<file path="config.mk">
export PLATFORM = sky130hd
export DESIGN_NAME = decode_stage_hz
export DESIGN_NICKNAME = d
export VERILOG_FILES = /design/src/rtl/decode_stage_hz.sv
export SDC_FILE = /design/constraint.sdc
export NUM_CORES = 2
export LEC_CHECK = 0
export CORE_ASPECT_RATIO = 0.8
export CORE_MARGIN = 2
export CORE_UTILIZATION = 35
export DETAILED_ROUTE_END_ITERATION = 8
export PLACE_DENSITY = 0.55
export SETUP_SLACK_MARGIN = 0.5
export SKIP_CTS_REPAIR_TIMING = 1
export SLEW_MARGIN = 20
export SYNTH_ARGS = -nofsm -noshare
export SYNTH_HDL_FRONTEND = slang
export SYNTH_SLANG_ARGS = --single-unit
</file>
<file path="constraint.sdc">
create_clock -name i_clk -period 10.98 [get_ports i_clk]
set_clock_uncertainty 0.2 [all_clocks]
set_input_delay 3.294 -clock i_clk [delete_from_list [all_inputs] [get_ports i_clk]]
set_output_delay 3.294 -clock i_clk [all_outputs]
set_load 0.01 [all_outputs]
</file>
<file path="src/rtl/decode_stage_hz.sv">
// decode_stage_hz: instruction decode stage with register file, EX/MEM/WB
// operand forwarding, load-use and branch interlocks, in-decode branch and
// jump resolution with a one-beat wrong-path squash, and a registered ID/EX
// output with valid/ready handshaking.
module decode_stage_hz #(
  parameter int XLEN  = 32,
  parameter int NREG  = 32,
  parameter int CNT_W = 16,
  localparam int RAW  = $clog2(NREG)
) (
  input  logic             i_clk,
  input  logic             i_rst,
  input  logic             i_valid,
  output logic             o_ready,
  input  logic [31:0]      i_instr,
  input  logic [XLEN-1:0]  i_pc,
  input  logic             i_ex_we,
  input  logic             i_ex_is_load,
  input  logic [RAW-1:0]   i_ex_waddr,
  input  logic [XLEN-1:0]  i_ex_data,
  input  logic             i_mem_we,
  input  logic             i_mem_is_load,
  input  logic [RAW-1:0]   i_mem_waddr,
  input  logic [XLEN-1:0]  i_mem_data,
  input  logic             i_wb_we,
  input  logic [RAW-1:0]   i_wb_waddr,
  input  logic [XLEN-1:0]  i_wb_data,
  input  logic             i_ex_ready,
  output logic             o_valid,
  output logic [XLEN-1:0]  o_op1,
  output logic [XLEN-1:0]  o_op2,
  output logic [XLEN-1:0]  o_imm,
  output logic [5:0]       o_opcode,
  output logic [5:0]       o_funct,
  output logic [RAW-1:0]   o_waddr,
  output logic             o_pcsrc,
  output logic [XLEN-1:0]  o_nextpc,
  output logic [CNT_W-1:0] o_stall_cnt
);

  localparam logic [5:0] OP_RTYPE = 6'h00;
  localparam logic [5:0] OP_J     = 6'h02;
  localparam logic [5:0] OP_BEQ   = 6'h04;
  localparam logic [5:0] OP_BNE   = 6'h05;
  localparam logic [5:0] OP_SW    = 6'h2B;
  localparam logic [5:0] FN_JR    = 6'h08;

  // Register file and ID/EX state
  logic [XLEN-1:0]  rf_q [NREG];
  logic             valid_q, valid_d;
  logic [XLEN-1:0]  op1_q, op1_d, op2_q, op2_d, imm_q, imm_d;
  logic [5:0]       opcode_q, opcode_d, funct_q, funct_d;
  logic [RAW-1:0]   waddr_q, waddr_d;
  logic             squash_q, squash_d;
  logic [CNT_W-1:0] cnt_q, cnt_d;

  // Instruction field decode
  logic [5:0]      opcode, funct;
  logic [RAW-1:0]  rs_idx, rt_idx, rd_idx;
  logic [XLEN-1:0] imm_sext;
  logic            is_beq, is_bne, is_j, is_jr, is_ctrl, uses_rs, uses_rt;

  assign opcode   = i_instr[31:26];
  assign funct    = i_instr[5:0];
  assign rs_idx   = i_instr[21 +: RAW];
  assign rt_idx   = i_instr[16 +: RAW];
  assign rd_idx   = i_instr[11 +: RAW];
  assign imm_sext = {{(XLEN-16){i_instr[15]}}, i_instr[15:0]};

  assign is_beq  = (opcode == OP_BEQ);
  assign is_bne  = (opcode == OP_BNE);
  assign is_j    = (opcode == OP_J);
  assign is_jr   = (opcode == OP_RTYPE) && (funct == FN_JR);
  // Instructions that compare or consume operands in decode need them final now
  assign is_ctrl = is_beq || is_bne || is_jr;
  assign uses_rs = !is_j;
  assign uses_rt = (opcode == OP_RTYPE) || is_beq || is_bne || (opcode == OP_SW);

  // Per-operand forwarding and dependency detection (gi=0: rs, gi=1: rt)
  generate
    for (genvar gi = 0; gi < 2; gi++) begin : g_src
      logic [RAW-1:0]  idx;
      logic            used, nz, ex_hit, mem_hit, wb_hit;
      logic [XLEN-1:0] val;

      assign idx     = (gi == 0) ? rs_idx : rt_idx;
      assign used    = (gi == 0) ? uses_rs : uses_rt;
      assign nz      = |idx;
      assign ex_hit  = i_ex_we  && nz && (i_ex_waddr  == idx);
      assign mem_hit = i_mem_we && nz && (i_mem_waddr == idx);
      assign wb_hit  = i_wb_we  && nz && (i_wb_waddr  == idx);

      // Youngest producer wins; index 0 is hard-wired to zero
      always_comb begin
        val = rf_q[idx];
        if (!nz)          val = '0;
        else if (ex_hit)  val = i_ex_data;
        else if (mem_hit) val = i_mem_data;
        else if (wb_hit)  val = i_wb_data;
      end
    end
  endgenerate

  logic [XLEN-1:0] fwd_op1, fwd_op2;
  logic            ex_dep, mem_dep, hazard, adv, accept, redirect;

  assign fwd_op1 = g_src[0].val;
  assign fwd_op2 = g_src[1].val;
  assign ex_dep  = (g_src[0].used && g_src[0].ex_hit)  || (g_src[1].used && g_src[1].ex_hit);
  assign mem_dep = (g_src[0].used && g_src[0].mem_hit) || (g_src[1].used && g_src[1].mem_hit);

  // Load results arrive too late for anyone; ALU results too late for decode compares
  assign hazard = (ex_dep && i_ex_is_load)
               || (is_ctrl && ex_dep)
               || (is_ctrl && mem_dep && i_mem_is_load);

  assign adv     = !valid_q || i_ex_ready;
  // A squashed beat is dropped without touching ID/EX, so it never waits
  assign o_ready = squash_q || (adv && !hazard);
  assign accept  = i_valid && o_ready && !squash_q;

  // Control-flow resolution
  always_comb begin
    redirect = 1'b0;
    o_nextpc = i_pc + (imm_sext << 2);
    if (is_j) begin
      redirect = 1'b1;
      o_nextpc = {i_pc[XLEN-1:28], i_instr[25:0], 2'b00};
    end else if (is_jr) begin
      redirect = 1'b1;
      o_nextpc = fwd_op1;
    end else if (is_beq) begin
      redirect = (fwd_op1 == fwd_op2);
    end else if (is_bne) begin
      redirect = (fwd_op1 != fwd_op2);
    end
  end

  assign o_pcsrc = !i_rst && accept && redirect;

  // Next-state for ID/EX payload, squash flag and stall counter
  always_comb begin
    valid_d  = valid_q;
    op1_d    = op1_q;
    op2_d    = op2_q;
    imm_d    = imm_q;
    opcode_d = opcode_q;
    funct_d  = funct_q;
    waddr_d  = waddr_q;
    squash_d = squash_q;
    cnt_d    = cnt_q;
    if (accept) begin
      valid_d  = 1'b1;
      op1_d    = fwd_op1;
      op2_d    = fwd_op2;
      imm_d    = imm_sext;
      opcode_d = opcode;
      funct_d  = funct;
      waddr_d  = (opcode == OP_RTYPE) ? rd_idx : rt_idx;
    end else if (adv) begin
      valid_d = 1'b0;
    end
    if (o_pcsrc)                  squash_d = 1'b1;
    else if (squash_q && i_valid) squash_d = 1'b0;
    if (i_valid && hazard && !squash_q && !(&cnt_q)) cnt_d = cnt_q + 1'b1;
  end

  // Register file write port; r0 is never written
  always_ff @(posedge i_clk) begin
    if (i_rst) begin
      for (int i = 0; i < NREG; i++) rf_q[i] <= '0;
    end else if (i_wb_we && (i_wb_waddr != '0)) begin
      rf_q[i_wb_waddr] <= i_wb_data;
    end
  end

  // ID/EX, squash and counter state registers
  always_ff @(posedge i_clk) begin
    if (i_rst) begin
      valid_q  <= 1'b0;
      op1_q    <= '0;
      op2_q    <= '0;
      imm_q    <= '0;
      opcode_q <= '0;
      funct_q  <= '0;
      waddr_q  <= '0;
      squash_q <= 1'b0;
      cnt_q    <= '0;
    end else begin
      valid_q  <= valid_d;
      op1_q    <= op1_d;
      op2_q    <= op2_d;
      imm_q    <= imm_d;
      opcode_q <= opcode_d;
      funct_q  <= funct_d;
      waddr_q  <= waddr_d;
      squash_q <= squash_d;
      cnt_q    <= cnt_d;
    end
  end

  assign o_valid     = valid_q;
  assign o_op1       = op1_q;
  assign o_op2       = op2_q;
  assign o_imm       = imm_q;
  assign o_opcode    = opcode_q;
  assign o_funct     = funct_q;
  assign o_waddr     = waddr_q;
  assign o_stall_cnt = cnt_q;

endmodule

</file>
==> flow_metrics.tcl <==
set metrics [dict create \
    worstMarginPinSlew_ns 1.08 \
    required_ns 7.49 \
    grt.total_usage 0.303 \
    grt.overflow.total 0 \
    clock-sinks 1133 \
    synth-edff-count 1024 \
    max-slew-margin-rel 0.278 \
    pre_cts_ws_ns -0.339 \
    cts_buffers 116 \
    routabilityCongestion 0.996 \
    cts_tree "done" \
    drc_errors 0 \
    maxCapViolations 0 \
    timing.hold.ws_ns 0.259 \
    layout-drive-gt1-share 0.233 \
    rsz0062_at_grt "true" \
    internal-power_uw 8070 \
    start_util 0.352 \
    p_per_area_mw_per_mm2 145 \
    clockBufferDepth 3 \
    drv_slew 0 \
    met2_usage 0.428 \
    mostFrequentLayoutCell "edfxtp_1" \
    cp_data_arrival_time_ns 7.31 \
    start_kind "input pin" \
    synth_cell_types 81 \
    ys_seq_area_frac 0.522 \
    multi_input_area_sq_mm 0.0285 \
    drtPass1Iterations 5 \
    worst_slack_ns 0.175 \
    die_w_um 479 \
    setup_viol 0 \
    grt_pass1_vias 47100 \
    leakage_uw 0.0279 \
    synthFlopType "edfxtp_1" \
    drt_iter0_markers 7557 \
    fmax_mhz 92.5 \
    synthCells 4941 \
    crit_type "in2out" \
    wl_mm 285 \
    grt_max_degree 67 \
    combPwrFrac 0.186 \
    fin_area_sq_mm 0.0774 \
    ys_async_sr_fraction 0 \
    fillers 16400 \
    setup_tns_ns 0 \
    core_region_area_sq_mm 0.179 \
    synth.avg_cell_area_sq_um 12.8 \
    chipHeight_um 384 \
    sw_frac_of_total 0.282 \
    synth_warnings 0 \
    die-area_sq_mm 0.184 \
    peakVddDrop_uv 133 \
    row_count 139 \
    grt_use_met3 0.0879 \
    syn2layout_area_growth_pct 22.7 \
    startpoint "i_wb_waddr[4]" \
    hold_violations 0 \
    clkPwrFrac 0.361 \
    io_pins 348 \
    busiest_layer "met1" \
    antenna_found_initial 33 \
    rr_worst_depth 17 \
    port_buffers 347 \
    postPlaceCellArea_sq_mm 0.0732 \
    dr_total_vias 49100 \
    crit_path_end_kind "output port" \
    hold-path-cell-count 2 \
    syn_area_sq_mm 0.0631 \
    drtAntennaViolNets 0 \
    viasPerCell 6.12 \
    synth_seq_cells 1133 \
    most-common-layout-cells "edfxtp_1 (1024), and2_1 (996), buf_4 (502), mux4_2 (374), clkdlybuf4s50_1 (319)" \
    power_uw 11200 \
    timing.rr.start "rf_q[3][27]" \
    dpl.hpwl_mm 193 \
    post-route-period-util 0.984 \
    power.switching_uw 3160 \
    status "completed" \
    grt_pass1_wl_mm 388 \
    period_minus_slack_ns 10.81 \
    p_seq_frac 0.452 \
    path_clk_slew_ns 0.06 \
    hp-class "reg2reg" \
    seq_area_sq_mm 0.0329 \
    wl_per_cell_um 35.5 \
    nNetsFinal 5729 \
    cts.htree.levels 3 \
    globalRouteMet1Util 0.434 \
    clock_latency_ns 0.79 \
    min_from "o_imm[8]" \
    clockRootBuffer "clkbuf_16" \
    worstPathMaxFanout 10 \
]
[cells in the mapped netlist (all sizes together), types with 18 or more instances]
cell type     n  area share
and2        999       0.099
dfxtp       109       0.035
and4         22      0.0031
a311oi       48      0.0067
clkbuf      353       0.021
nor2        246       0.015
or2          41      0.0041
edfxtp     1024        0.49
xnor2        49      0.0068
nand3        63      0.0050
a21oi        72      0.0059
o221ai       44      0.0061
buf         158       0.015
mux2i       310       0.049
a221oi       18      0.0025
mux4        374        0.13
o21ai        68      0.0055
nand2       128      0.0076
nor3        131       0.010
a211oi       25      0.0031
a31oi        29      0.0029
a22o         22      0.0031
inv          51      0.0030
nand4        21      0.0021
xor2         41      0.0057
ha           30      0.0060
a22oi       201       0.024
o22ai        52      0.0052
[registers in the layout, summed over array words and instances (netlist names)]
| name | flops |
|---|---|
| squash_q | 1 |
| rf_q | 1024 |
| o_waddr | 5 |
| o_op1 | 32 |
| o_valid | 1 |
| o_op2 | 32 |
| o_stall_cnt | 16 |
| o_imm | 16 |
| o_opcode | 6 |
[final cells by class]
cell class                      instances  share of cell area
Clock inverter                         73             0.00918
Antenna cell                           14            0.000453
Inverter                               52             0.00252
Timing Repair Buffer                  934               0.117
Tap cell                             2397              0.0387
Multi-Input combinational cell       3277               0.368
Clock buffer                          140              0.0389
Sequential cell                      1133               0.425
[kinds of logic after synthesis]
| family | after synthesis | share of synthesized area |
|---|---|---|
| and+or+nand+nor | 1748 | 0.157 |
| xor gates and xnor gates | 90 | 0.0125 |
| buffers and inverters | 563 | 0.0391 |
| adders and majority gates | 31 | 0.00627 |
| AOI/OAI and AO/OA | 681 | 0.0785 |
| muxes | 694 | 0.185 |
| other | 1 | 0.0000595 |
| DFF | 1133 | 0.522 |
[power by group through the flow]
stage          Clock, uW  Combinational, uW  Sequential (uW)
3_3_place_gp           0               2010             5150
2_1_floorplan          0                951             5120
5_1_grt             4240               2150             5100
4_1_cts             4080               2010             5070
3_5_place_dp           0               2000             5160
6_report            4060               2090             5080
[per-layer routing]
metal | routed length [um] | vias up
li1 | - | 19800
met1 | 118000 | 25300
met2 | 119000 | 3355
met3 | 35900 | 553
met4 | 12100 | 12
met5 | 159 | -
[per-stage QoR]
stage | instances | utilization
finish | 8020 | 0.432
floorplan | 4972 | -
detailed placement | 7784 | 0.408
global placement | 7784 | 0.408
global route | 8012 | 0.432
CTS | 7997 | 0.429
[worst max-delay path: stages]
cell and delay (ns):
clkdlybuf4s50_1 0.45, buf_12 0.16, xnor2_1 0.12, nand4_1 0.12, buf_4 0.16, nor2_1 0.12
or4_4 0.64, buf_12 0.20, buf_4 0.15, o22ai_1 0.23, xor2_1 0.14, nor4_2 0.35
nand4_1 0.29, nor4_2 0.28, o21ai_2 0.11, a211oi_2 0.26, dlymetal6s2s_1 0.22
[path summary, 6_finish.rpt]
check,end,slack (ns)
setup / recovery,o_pcsrc,0.17
hold / removal,o_imm[8],0.26
setup reg to reg,squash_q,6.72
hold reg to reg,o_imm[8],0.26
(Power assumes the default switching activity.)
